==> src/rtl/keypad_pin_collector_if.sv <==
// rtl/keypad_pin_collector_if.sv - keypad PIN collector port bundle towards the access controller
interface keypad_pin_collector_if #(
    parameter int NUM_DIGITS = 4
);
    localparam int PIN_W = 4 * NUM_DIGITS;
    localparam int CNT_W = $clog2(NUM_DIGITS + 1);

    logic             sensor_llegada_vehiculo;
    logic             tecla_valida;
    logic [3:0]       tecla_codigo;
    logic             clave_ack;
    logic [PIN_W-1:0] clave_ingresada;
    logic             clave_valida;
    logic [CNT_W-1:0] digitos_ingresados;
    logic             error_timeout;

    modport master (
        input  sensor_llegada_vehiculo,
        input  tecla_valida,
        input  tecla_codigo,
        input  clave_ack,
        output clave_ingresada,
        output clave_valida,
        output digitos_ingresados,
        output error_timeout
    );

    modport slave (
        output sensor_llegada_vehiculo,
        output tecla_valida,
        output tecla_codigo,
        output clave_ack,
        input  clave_ingresada,
        input  clave_valida,
        input  digitos_ingresados,
        input  error_timeout
    );
endinterface

==> src/rtl/keypad_pin_collector.sv <==
// rtl/keypad_pin_collector.sv - collects keypad digits into a BCD PIN and hands it off with valid/ack
module keypad_pin_collector #(
    parameter int NUM_DIGITS     = 4,
    parameter int TIMEOUT_CYCLES = 1000,
    parameter int TIMER_W        = 16
) (
    input  logic                           clock,
    input  logic                           reset,
    keypad_pin_collector_if.master         pin_if
);
    localparam int PIN_W = 4 * NUM_DIGITS;
    localparam int CNT_W = $clog2(NUM_DIGITS + 1);

    localparam logic [CNT_W-1:0]   CNT_FULL  = CNT_W'(NUM_DIGITS);
    localparam logic [TIMER_W-1:0] TIMER_END = TIMER_W'(TIMEOUT_CYCLES - 1);
    localparam logic [3:0]         KEY_CLEAR = 4'hA;
    localparam logic [3:0]         KEY_ENTER = 4'hB;

    typedef enum logic [1:0] {
        S_IDLE,
        S_CAPTURA,
        S_ENTREGA
    } state_t;

    state_t             state_q, state_d;
    logic [PIN_W-1:0]   buffer_q, buffer_d;
    logic [CNT_W-1:0]   count_q, count_d;
    logic [TIMER_W-1:0] timer_q, timer_d;
    logic               valida_q, valida_d;
    logic               error_q, error_d;

    logic sensor, key, ack;
    logic [3:0] code;

    assign sensor = pin_if.sensor_llegada_vehiculo;
    assign key    = pin_if.tecla_valida;
    assign code   = pin_if.tecla_codigo;
    assign ack    = pin_if.clave_ack;

    always_ff @(posedge clock or posedge reset) begin
        if (reset) begin
            state_q  <= S_IDLE;
            buffer_q <= '0;
            count_q  <= '0;
            timer_q  <= '0;
            valida_q <= 1'b0;
            error_q  <= 1'b0;
        end else begin
            state_q  <= state_d;
            buffer_q <= buffer_d;
            count_q  <= count_d;
            timer_q  <= timer_d;
            valida_q <= valida_d;
            error_q  <= error_d;
        end
    end

    always_comb begin
        state_d  = state_q;
        buffer_d = buffer_q;
        count_d  = count_q;
        timer_d  = timer_q;
        valida_d = 1'b0;
        error_d  = 1'b0;

        case (state_q)
            S_IDLE: begin
                if (sensor) begin
                    state_d  = S_CAPTURA;
                    buffer_d = '0;
                    count_d  = '0;
                    timer_d  = '0;
                end
            end

            S_CAPTURA: begin
                if (!sensor) begin
                    state_d  = S_IDLE;
                    buffer_d = '0;
                    count_d  = '0;
                    timer_d  = '0;
                end else if (key) begin
                    // Any strobe, even an ignored one, holds the inactivity timer.
                    if (code <= 4'd9) begin
                        if (count_q < CNT_FULL) begin
                            buffer_d = {buffer_q[PIN_W-5:0], code};
                            count_d  = count_q + CNT_W'(1);
                            timer_d  = '0;
                        end
                    end else if (code == KEY_CLEAR) begin
                        buffer_d = '0;
                        count_d  = '0;
                        timer_d  = '0;
                    end else if (code == KEY_ENTER && count_q == CNT_FULL) begin
                        state_d  = S_ENTREGA;
                        valida_d = 1'b1;
                    end
                end else if (count_q != '0) begin
                    if (timer_q == TIMER_END) begin
                        buffer_d = '0;
                        count_d  = '0;
                        timer_d  = '0;
                        error_d  = 1'b1;
                    end else begin
                        timer_d = timer_q + TIMER_W'(1);
                    end
                end
            end

            S_ENTREGA: begin
                valida_d = 1'b1;
                if (!sensor || ack) begin
                    state_d  = (sensor && ack) ? S_CAPTURA : S_IDLE;
                    buffer_d = '0;
                    count_d  = '0;
                    timer_d  = '0;
                    valida_d = 1'b0;
                end
            end

            default: begin
                state_d  = S_IDLE;
                buffer_d = '0;
                count_d  = '0;
                timer_d  = '0;
            end
        endcase
    end

    assign pin_if.clave_ingresada    = buffer_q;
    assign pin_if.clave_valida       = valida_q;
    assign pin_if.digitos_ingresados = count_q;
    assign pin_if.error_timeout      = error_q;
endmodule

==> src/flat_wrapper.sv <==
// flat-port wrapper written by rule: the top's interface ports become plain ports
module keypad_pin_collector_flat 
#(
    parameter int NUM_DIGITS     = 4,
    parameter int TIMEOUT_CYCLES = 1000,
    parameter int TIMER_W        = 16
)
  (clock, reset, pin_if_sensor_llegada_vehiculo, pin_if_tecla_valida, pin_if_tecla_codigo, pin_if_clave_ack, pin_if_clave_ingresada, pin_if_clave_valida, pin_if_digitos_ingresados, pin_if_error_timeout);
  keypad_pin_collector_if #(.NUM_DIGITS(NUM_DIGITS)) pin_if_i ();
  input  logic clock;
  input  logic reset;
  input wire logic [$bits(pin_if_i.sensor_llegada_vehiculo)-1:0] pin_if_sensor_llegada_vehiculo;
  input wire logic [$bits(pin_if_i.tecla_valida)-1:0] pin_if_tecla_valida;
  input wire logic [$bits(pin_if_i.tecla_codigo)-1:0] pin_if_tecla_codigo;
  input wire logic [$bits(pin_if_i.clave_ack)-1:0] pin_if_clave_ack;
  output wire logic [$bits(pin_if_i.clave_ingresada)-1:0] pin_if_clave_ingresada;
  output wire logic [$bits(pin_if_i.clave_valida)-1:0] pin_if_clave_valida;
  output wire logic [$bits(pin_if_i.digitos_ingresados)-1:0] pin_if_digitos_ingresados;
  output wire logic [$bits(pin_if_i.error_timeout)-1:0] pin_if_error_timeout;
  assign pin_if_i.sensor_llegada_vehiculo = pin_if_sensor_llegada_vehiculo;
  assign pin_if_i.tecla_valida = pin_if_tecla_valida;
  assign pin_if_i.tecla_codigo = pin_if_tecla_codigo;
  assign pin_if_i.clave_ack = pin_if_clave_ack;
  assign pin_if_clave_ingresada = pin_if_i.clave_ingresada;
  assign pin_if_clave_valida = pin_if_i.clave_valida;
  assign pin_if_digitos_ingresados = pin_if_i.digitos_ingresados;
  assign pin_if_error_timeout = pin_if_i.error_timeout;
  keypad_pin_collector #(.NUM_DIGITS(NUM_DIGITS), .TIMEOUT_CYCLES(TIMEOUT_CYCLES), .TIMER_W(TIMER_W)) u_core (.clock(clock), .reset(reset), .pin_if(pin_if_i));
endmodule
==> config.mk <==
export PLATFORM = sky130hd
export DESIGN_NAME = keypad_pin_collector_flat
export DESIGN_NICKNAME = d
export VERILOG_FILES = /design/src/rtl/keypad_pin_collector_if.sv /design/src/rtl/keypad_pin_collector.sv /design/src/flat_wrapper.sv
export SDC_FILE = /design/constraint.sdc
export NUM_CORES = 1
export LEC_CHECK = 0
export ABC_AREA = 1
export CAP_MARGIN = 25
export CELL_PAD_IN_SITES_DETAIL_PLACEMENT = 1
export CELL_PAD_IN_SITES_GLOBAL_PLACEMENT = 2
export CORE_ASPECT_RATIO = 0.75
export CORE_UTILIZATION = 35
export DETAILED_ROUTE_END_ITERATION = 12
export GPL_TIMING_DRIVEN = 0
export PLACE_DENSITY = 0.84
export SLEW_MARGIN = 30
export SYNTH_ARGS = -nofsm -noshare
export SYNTH_HDL_FRONTEND = slang
export SYNTH_SLANG_ARGS = --single-unit
==> constraint.sdc <==
create_clock -name clock -period 2.44 [get_ports clock]
set_input_delay 0.366 -clock clock [delete_from_list [all_inputs] [get_ports clock]]
set_output_delay 0.366 -clock clock [all_outputs]
set_load 0.005 [all_outputs]
=== Word level (Yosys, flattened, before mapping) ===
Index checks and enable logic that the tools add are counted.

* $add $sub $neg: 2
* Order comparisons: 2
* Eq/ne operators: 16
* Muxes and demuxes: 48
* Reductions and logical operators: 9

{| class="wikitable"
|+ Operators with widths
! cell !! number
|-
| $mux W16 || 15
|-
| $pmux W16 S3 || 2
|-
| $mux W3 || 9
|-
| $add A16 B1 Y16 const B || 1
|-
| $eq A16 B10 Y1 const B || 1
|-
| $mux W2 || 7
|-
| $mux W1 || 12
|-
| $reduce_and A6 Y1 || 2
|-
| $ne A3 B3 Y1 const B || 3
|-
| $pmux W3 S3 || 1
|-
| $eq A4 B4 Y1 const B || 2
|-
| $ne A4 B3 Y1 const B || 2
|-
| $pmux W2 S3 || 1
|-
| $ne A5 B3 Y1 const B || 1
|-
| $ne A5 B5 Y1 const B || 1
|-
| $reduce_and A5 Y1 || 1
|-
| $le A4 B4 Y1 const B || 1
|-
| $add A3 B1 Y3 const B || 1
|-
| $eq A3 B3 Y1 const B || 1
|-
| $lt A3 B3 Y1 const B || 1
|-
| $ne A3 B2 Y1 const B || 1
|-
| $reduce_bool A3 Y1 || 1
|-
| $eq A2 B1 Y1 const B || 1
|-
| $eq A2 B2 Y1 const B || 1
|-
| other kinds (7) || 8
|}

* Bits in registers: 39
* Output and inout bits: 21
* Input port bits: 9

=== Longest topological paths before layout ===
Gate-level depths: netlist (run 1).

* Depth after elaboration: 8
* Gate-level depth with buffers: 12
* Depth with buffers taken out: 12

=== Worst setup path before layout (run 1) ===
OpenSTA, ideal clock, no wires.

* Kind: flip-flop to flip-flop
* From: register u_core.state_q[1]
* To: register u_core.timer_q[9]
* Buffers on the path: 1
* Data arrival time: 1.471 ns
* Library setup time: 0.123 ns
* Data required time: 2.317 ns
* Setup slack: 0.847 ns
* Clock period less this slack: 1.593 ns
* Stages on the path, launching flop included: 12
* Cell sequence: dfrtp_1 -> inv_1 -> ha_1 -> nand2_2 -> inv_1 -> nand2_1 -> nor2_1 -> nand2_1 -> nand2_2 -> buf_4 -> nor3b_1 -> nor2_1

* Word-level cells in the longest chain between the ends: 3
* Elaborated cells between the ends (all ways): 10
* Classes of those cells: eq/ne (7); mux (1); reduce/logical (2)

{| class="wikitable"
|+ RTL lines
! item !! line !! source
|-
| start: declaration || keypad_pin_collector.sv:25 || <nowiki>state_t state_q, state_d;</nowiki>
|-
| start signal: assignment || keypad_pin_collector.sv:49 || <nowiki>state_q <= state_d;</nowiki>
|-
| $eq A2 B1 Y1, or another cell as far along || keypad_pin_collector.sv:66 || <nowiki>case (state_q)</nowiki>
|-
| $ne A5 B5 Y1 (no source line), or another cell as far along || - ||
|-
| $reduce_and A5 Y1 (no source line) || - ||
|-
| end signal: assignment || keypad_pin_collector.sv:52 || <nowiki>timer_q <= timer_d;</nowiki>
|-
| end: declaration || keypad_pin_collector.sv:28 || <nowiki>logic [TIMER_W-1:0] timer_q, timer_d;</nowiki>
|}

Parallel ways exist; a longest one is shown, timed or not.
A chain may end at the register's enable or synchronous reset.

=== Final worst setup path (run 1) ===
Ends and elaborated chain as after synthesis.

==> results of run 1 <==
## where the power goes
group / internal, mW / total [mW] / switching [mW] / leakage [nW]
Sequential: 0.677 / 0.708 / 0.0313 / 0.542
Combinational: 0.284 / 0.792 / 0.508 / 0.726
Clock: 0.258 / 0.511 / 0.253 / 0.0505
## area by class of cell
type / count / area, µm²
clock buffers: 7 / 96.3
plain buffers: 9 / 88.8
well taps: 81 / 101
flip-flops and latches: 39 / 976
repair buffers: 30 / 310
fillers: 791 / 3530
clock inverters: 1 / 7.51
inverters: 42 / 158
multi-input cells: 216 / 1140
## logic make-up (layout without fill, tap and decap cells)
kind of cell / count (synthesis) / count (layout) / share of synthesized area (%)
adders and majority gates: 7 / 7 / 3.70
xor gates and xnor gates: 1 / 1 / 0.370
AOI/OAI and AO/OA: 33 / 33 / 10.5
buffers and inverters: 51 / 89 / 10.4
DFF: 39 / 39 / 41.2
and+or+nand+nor: 175 / 175 / 33.8
## metal layers
layer,part of all wire [%],GRT usage (%),wire (µm),up-vias
met1,55,28.6,3480,982
met5,0,0,0,-
li1,-,-,-,1035
met3,2.4,3.54,151,5
met4,0.93,4.98,59,0
met2,42,30.4,2640,21
## cells in the final DEF, fill, tap and decap left out, drive strengths merged
cell           synthesis  routed
nor2                  39      39
nor3b                  2       2
nand2                 88      88
nand3                 39      39
nor4                   1       1
clkbuf                 1       8
nor3                   3       3
o21bai                 4       4
clkinvlp               0       1
xor2                   1       1
o21ai                 28      28
inv                   42      42
dfrtp                 39      39
nand4                  2       2
ha                     7       7
clkdlybuf4s50          0      29
buf                    8       9
o21a                   1       1
and2                   1       1
## worst paths after layout
kind | from | end
setup reg to reg | u_core.state_q[1] | u_core.timer_q[9]
min in group clock | u_core.pin_if.clave_ingresada[15] | u_core.pin_if.clave_ingresada[15]
max in group asynchronous | reset | u_core.pin_if.clave_valida
setup / recovery | u_core.state_q[1] | u_core.timer_q[9]
hold / removal | reset | u_core.timer_q[11]
hold reg to reg | u_core.pin_if.clave_ingresada[15] | u_core.pin_if.clave_ingresada[15]
## per-stage QoR
stage	instances	util (%)	setup WS [ps]	hold slack (ps)
finish	425	45.0	535	331
global route	425	45.0	322	373
CTS	425	45.0	500	344
detailed placement	417	43.3	245	492
global placement	416	43.0	158	473
floorplan	306	-	847	475
## worst max-delay path, stage by stage (launching register included)
cell                       delay [ps]
sky130_fd_sc_hd__dfrtp_1          420
sky130_fd_sc_hd__inv_1             90
sky130_fd_sc_hd__ha_1             230
sky130_fd_sc_hd__nand2_2          110
sky130_fd_sc_hd__inv_1             90
sky130_fd_sc_hd__nand2_1           70
sky130_fd_sc_hd__nor2_1           110
sky130_fd_sc_hd__nand2_1          150
sky130_fd_sc_hd__nand2_2          140
sky130_fd_sc_hd__buf_4            200
sky130_fd_sc_hd__o21bai_1          80
sky130_fd_sc_hd__nand2_1           60
sky130_fd_sc_hd__nor2_1            40
## flip-flops by register name, summed over array words and instances, names as in the netlist
register                          flops
u_core.pin_if.digitos_ingresados      3
u_core.pin_if.clave_ingresada        16
u_core.timer_q                       16
u_core.pin_if.error_timeout           1
u_core.pin_if.clave_valida            1
u_core.state_q                        2
==> metrics.md, run 1 <==
| Metric | Value |
|---|---|
| Wire length of the first global-routing pass | around 11000 µm |
| Post-synth cell types | 29 |
| Part of the Yosys area used for sequential elements | 41.2% |
| Slew Limit Headroom | between 70% and 80% |
| Initial core utilization | 36.9% |
| Final Skew | 7.75 ps |
| Arrival time at the worst endpoint | around 2100 ps |
| HPWL reported at the end of detailed placement | about 4900 µm |
| Total Routed Length | 6320 µm |
| Synthesis-to-layout area growth | 21.8% |
| Maximum level of the CTS H-tree | 2 |
| Ratio of cells with drive above 1 in the final layout | approximately 15% |
| Placed Area | approximately 0.0028 mm² |
| Clock tree from TritonCTS | yes |
| Count of routing violations after the opening detailed-route iteration | 54 |
| Inserted Clock Buffers | 5 |
| Transition time at the pin with the least slew margin | 445 ps |
| Number of buffers added on ports | 29 |
| Achievable frequency | 525 MHz |
| Die outline height | 73.2 µm |
| Syn Inst Count | 306 |
| Type of destination of the critical path | flip-flop |
| Combined global-route utilization of all metal layers | 19.7% |
| Cell types with the highest counts after synthesis | sky130_fd_sc_hd__nand2_1, sky130_fd_sc_hd__inv_1, sky130_fd_sc_hd__dfrtp_1, sky130_fd_sc_hd__nand3_1, sky130_fd_sc_hd__nor2_1 |
| Clock slew at reported path FFs | roughly 90 ps |
| Average wire length per cell after detail routing | 14.9 µm |
| Die area | about 0.0071 mm² |
| Number of antenna violations at the first check in global routing | 0 |
| Largest net degree at the start of global routing | 28 |
| Worst Setup Start Kind | flip-flop |
| R2R setup slack | 540 ps |
| CTS Hold Bufs | 0 |
| Clock Root Buffer | sky130_fd_sc_hd__clkbuf_8 |
| Flip-flop and latch count after synthesis | 39 |
| Top cell type's share of synthesized area | roughly two fifths |
| Worst Path Max Fanout | 10 |
| RSZ-0062 raised after global routing | no |
| Logic depth of the worst register-to-register path | 12 |
| HP Class | input pin to async pin |
| # Post-CTS Setup Buffers | 0 |
| DRC violations left | 0 |
| Design area | a little under 0.003 mm² |
| Worst-case clock buffer depth | 2 |
| Overall via count from detail_route | 2043 |
| Cells resized by post-CTS repair | 0 |
| Chip Width | 97.0 µm |
| Antenna Nets Post-Route | 0 |
| Synth Area per Inst | approximately 7.7 µm² |
| Number of global-route vias before repair | about 2.1k |
| Clk_lat worst skew | 300 ps |
| Number of nets in the final layout | about 360 |
| Number of max-cap violations | 0 |
| Required time of the critical path | 2630 ps |
| Leakage dissipation | roughly 1.3 nW |
| Clock net sink count | 39 |
| Most repeated cell in the gate-level netlist after synthesis | sky130_fd_sc_hd__nand2_1 |
| Number of max-slew violations in the final report | 0 |
| Routability congestion estimate | between 0.7 and 0.8 |
| Post-detailed-route via-to-cell ratio | between 4 and 5 |
| Netlist area before placement | about 0.0024 mm² |
| Pwr per Cell Area | 697 mW/mm² |
| Number of diodes | 0 |
| Number of enable flip-flop cells after synthesis | 0 |
| Total congestion overflow | 0 |
| Post-layout minimum cycle time | around 1900 ps |
| Final setup fails | 0 |
| Count of endpoints failing hold in the final timing report | 0 |
| Area inside the core boundary | 0.00641 mm² |
| Type of the worst setup path | flip-flop to flip-flop |
| Mapped Nets | 322 |
| Most area-hungry cell type in the Yosys netlist | sky130_fd_sc_hd__dfrtp_1 |
| Status | finished, final reports clean |
| Predominant post-synthesis flop cell | sky130_fd_sc_hd__dfrtp_1 |
| Final sum of negative setup slack | 0 ps |
| Top area cells in the synthesized netlist | sky130_fd_sc_hd__dfrtp_1, sky130_fd_sc_hd__nand2_1, sky130_fd_sc_hd__nand3_1 |
| Boundary Pins | 30 |
| Final Cycle Share | about four fifths |
| Largest voltage drop on the vdd net | about 0.47 mV |
| Site Rows | 25 |
| DRT Pass-1 Iters | 5 |
| Design Power | 2.01 mW |
| Synth Warn # | 0 |
| Fraction of registers with async set/reset | 100% |
Note: power is estimated with default switching activity, not from simulation.
==> inputs of run 2 (changes only) <==
Settings changed: CORE_UTILIZATION 35 to 32, PLACE_DENSITY 0.84 to 0.78.
Clock period 2.44 ns to 1.9 ns, I/O delays scaled along.
==> run 2 against run 1 <==
Against the previous run: sequential power increased by 30%; register-to-register slack got worse by 430 ps; critical path depth shrank 1; final cell count increased by 3.8%; clock power rose by 50%; global-route usage fell by 1.2 points; critical endpoint is now u_core.pin_if.digitos_ingresados[0]; largest power group unchanged.
==> metrics.md, run 2 (synthesized netlist as in run 1, its figures left out) <==
| Metric | Value |
|---|---|
| Ratio of cells with drive above 1 in the final layout | 17.5% (+3.0 points) |
| Antenna Nets Post-Route | 0 (unchanged) |
| Leakage dissipation | 1.35 nW (+2.1%) |
| RSZ-0062 raised after global routing | no |
| DRT Pass-1 Iters | 4 (-1) |
| Boundary Pins | 30 (unchanged) |
| Post-layout minimum cycle time | 1800 ps (-110 ps) |
| Clock Root Buffer | sky130_fd_sc_hd__clkbuf_8 |
| CTS Hold Bufs | 0 (unchanged) |
| Total Routed Length | 6520 µm (+3.1%) |
| Type of the worst setup path | flip-flop to flip-flop |
| Clock tree from TritonCTS | yes |
| Worst-case clock buffer depth | 2 (unchanged) |
| Post-detailed-route via-to-cell ratio | 4.73 (-1.6%) |
| Clk_lat worst skew | 300 ps (about the same) |
| Clock slew at reported path FFs | 90 ps (about the same) |
| Site Rows | 26 (+4.0%) |
| Achievable frequency | 557 MHz (+6.1%) |
| Clock net sink count | 39 (unchanged) |
| Pwr per Cell Area | 929 mW/mm² (+33%) |
| Number of global-route vias before repair | 2142 (+1.4%) |
| Area inside the core boundary | 0.00699 mm² (+9.1%) |
| Number of max-cap violations | 0 (unchanged) |
| Count of routing violations after the opening detailed-route iteration | 72 (+33%) |
| Count of endpoints failing hold in the final timing report | 0 (unchanged) |
| Worst Setup Start Kind | flip-flop |
| Commonest non-fill, non-tap cell in the layout | sky130_fd_sc_hd__nand2_1 |
| Slew Limit Headroom | 74.9% (+4.6 points) |
| Final setup fails | 0 (unchanged) |
| Largest voltage drop on the vdd net | 0.396 mV (-16%) |
| Placed Area | 0.00280 mm² (+0.77%) |
| Overall via count from detail_route | 2085 (+2.1%) |
| Inserted Clock Buffers | 5 (unchanged) |
| Number of diodes | 0 (unchanged) |
| Average wire length per cell after detail routing | 14.8 µm (-0.66%) |
| Transition time at the pin with the least slew margin | 373 ps (-72.6 ps) |
| Final sum of negative setup slack | 0 ps (unchanged) |
| Arrival time at the worst endpoint | 1990 ps (-100 ps) |
| Leading cell types in the layout, fill and taps excluded | sky130_fd_sc_hd__nand2_1, sky130_fd_sc_hd__inv_1, sky130_fd_sc_hd__nand3_1 |
| Number of max-slew violations in the final report | 0 (unchanged) |
| Combined global-route utilization of all metal layers | 18.5% (-1.2 points) |
| Synthesis-to-layout area growth | 25.3% |
| Final Cycle Share | 94.5% (+16 points) |
| Number of nets in the final layout | 358 (-0.28%) |
| Status | finished, final reports clean |
| Number of buffers added on ports | 29 (unchanged) |
| Logic depth of the worst register-to-register path | 11 (-1) |
| Initial core utilization | 33.8% (-3.1 points) |
| Number of antenna violations at the first check in global routing | 0 (unchanged) |
| Largest net degree at the start of global routing | 28 (unchanged) |
| Worst Path Max Fanout | 10 (unchanged) |
| Chip Width | 101 µm (+4.5%) |
| Type of destination of the critical path | flip-flop |
| Total congestion overflow | 0 (unchanged) |
| HP Class | input pin to async pin |
| Number of filler instances in the final layout | 856 (+8.2%) |
| DRC violations left | 0 (unchanged) |
| Die outline height | 76.5 µm (+4.5%) |
| Maximum level of the CTS H-tree | 2 (unchanged) |
| Die area | 0.00775 mm² (+9.1%) |
| Final hold slack | 244 ps (-86.2 ps) |
| Design area | 0.00297 mm² (+2.9%) |
| Routability congestion estimate | 0.718 (-1.9%) |
| Final Skew | 7.18 ps (-0.562 ps) |
| HPWL reported at the end of detailed placement | 4920 µm (+0.94%) |
| Wire length of the first global-routing pass | 11000 µm (+1.3%) |
| Required time of the critical path | 2100 ps (-530 ps) |
## run 2: cell count changes in the layout (fill, tap and decap cells not counted), sizes merged
cell	previous run	this run
bufinv	0	1
clkbuf	8	7
clkinvlp	1	0
buf	9	8
clkinv	0	1
## run 2: repair_timing
action                                  CTS  global route
endpoints found under the setup margin   10            32
resized for setup                         2            14
setup buffers                             0             0
pin swaps                                 0             3
hold endpoints to repair                  0             0
## run 2: power by group
part           switching, mW  internal, mW  total (mW)  leakage [nW]
Sequential            0.0467         0.872       0.918         0.541
Clock                  0.342         0.426       0.768        0.0612
Combinational          0.682         0.385        1.07         0.744
## run 2: stage by stage
stage	worst slack [ps]	cells	power (mW)	util (%)
2_1_floorplan	307	306	1.66	-
5_1_grt	2.83	441	2.91	42.4
3_3_place_gp	-318	433	1.95	39.7
4_1_cts	15.5	442	2.75	41.8
3_5_place_dp	-223	434	1.98	40.0
6_report	105	441	2.75	42.4
## run 2: area by class of cell
type                            count  area [µm²]  area share (%)
Buffer                              8        90.1            3.04
Timing Repair Buffer               30         310            10.5
Clock inverter                      2        35.0            1.18
Multi-Input combinational cell    216        1190            40.1
Clock buffer                        6        82.6            2.78
Sequential cell                    39         977            33.0
Inverter                           42         158            5.32
Tap cell                           98         123            4.14
## run 2: worst paths after layout
| check | startpoint | to | slack, ps |
|---|---|---|---|
| max | u_core.state_q[1] | u_core.pin_if.digitos_ingresados[0] | 110 |
| min | reset | u_core.timer_q[8] | 240 |
| max reg2reg | u_core.state_q[1] | u_core.pin_if.digitos_ingresados[0] | 110 |
| min reg2reg | u_core.pin_if.clave_ingresada[15] | u_core.pin_if.clave_ingresada[15] | 490 |
| max in group asynchronous | reset | u_core.state_q[0] | 1190 |
| min in group clock | u_core.pin_if.clave_ingresada[15] | u_core.pin_if.clave_ingresada[15] | 490 |
## run 2: routing by layer
layer	vias to the layer above	track usage (%)	routed length [µm]
met4	0	4.35	41
li1	1033	-	-
met1	1024	27.1	3450
met3	4	3.21	160
met2	24	28.0	2870
met5	-	0	0
## run 2: critical path: stages (launching register included)
cell	delay, ps
sky130_fd_sc_hd__dfrtp_1	410
sky130_fd_sc_hd__inv_1	100
sky130_fd_sc_hd__ha_1	220
sky130_fd_sc_hd__nand2_2	100
sky130_fd_sc_hd__inv_2	50
sky130_fd_sc_hd__nor2_4	110
sky130_fd_sc_hd__o21ai_2	100
sky130_fd_sc_hd__nor2_8	180
sky130_fd_sc_hd__nand2_8	120
sky130_fd_sc_hd__buf_6	170
sky130_fd_sc_hd__nand2_1	70
sky130_fd_sc_hd__o21ai_2	50
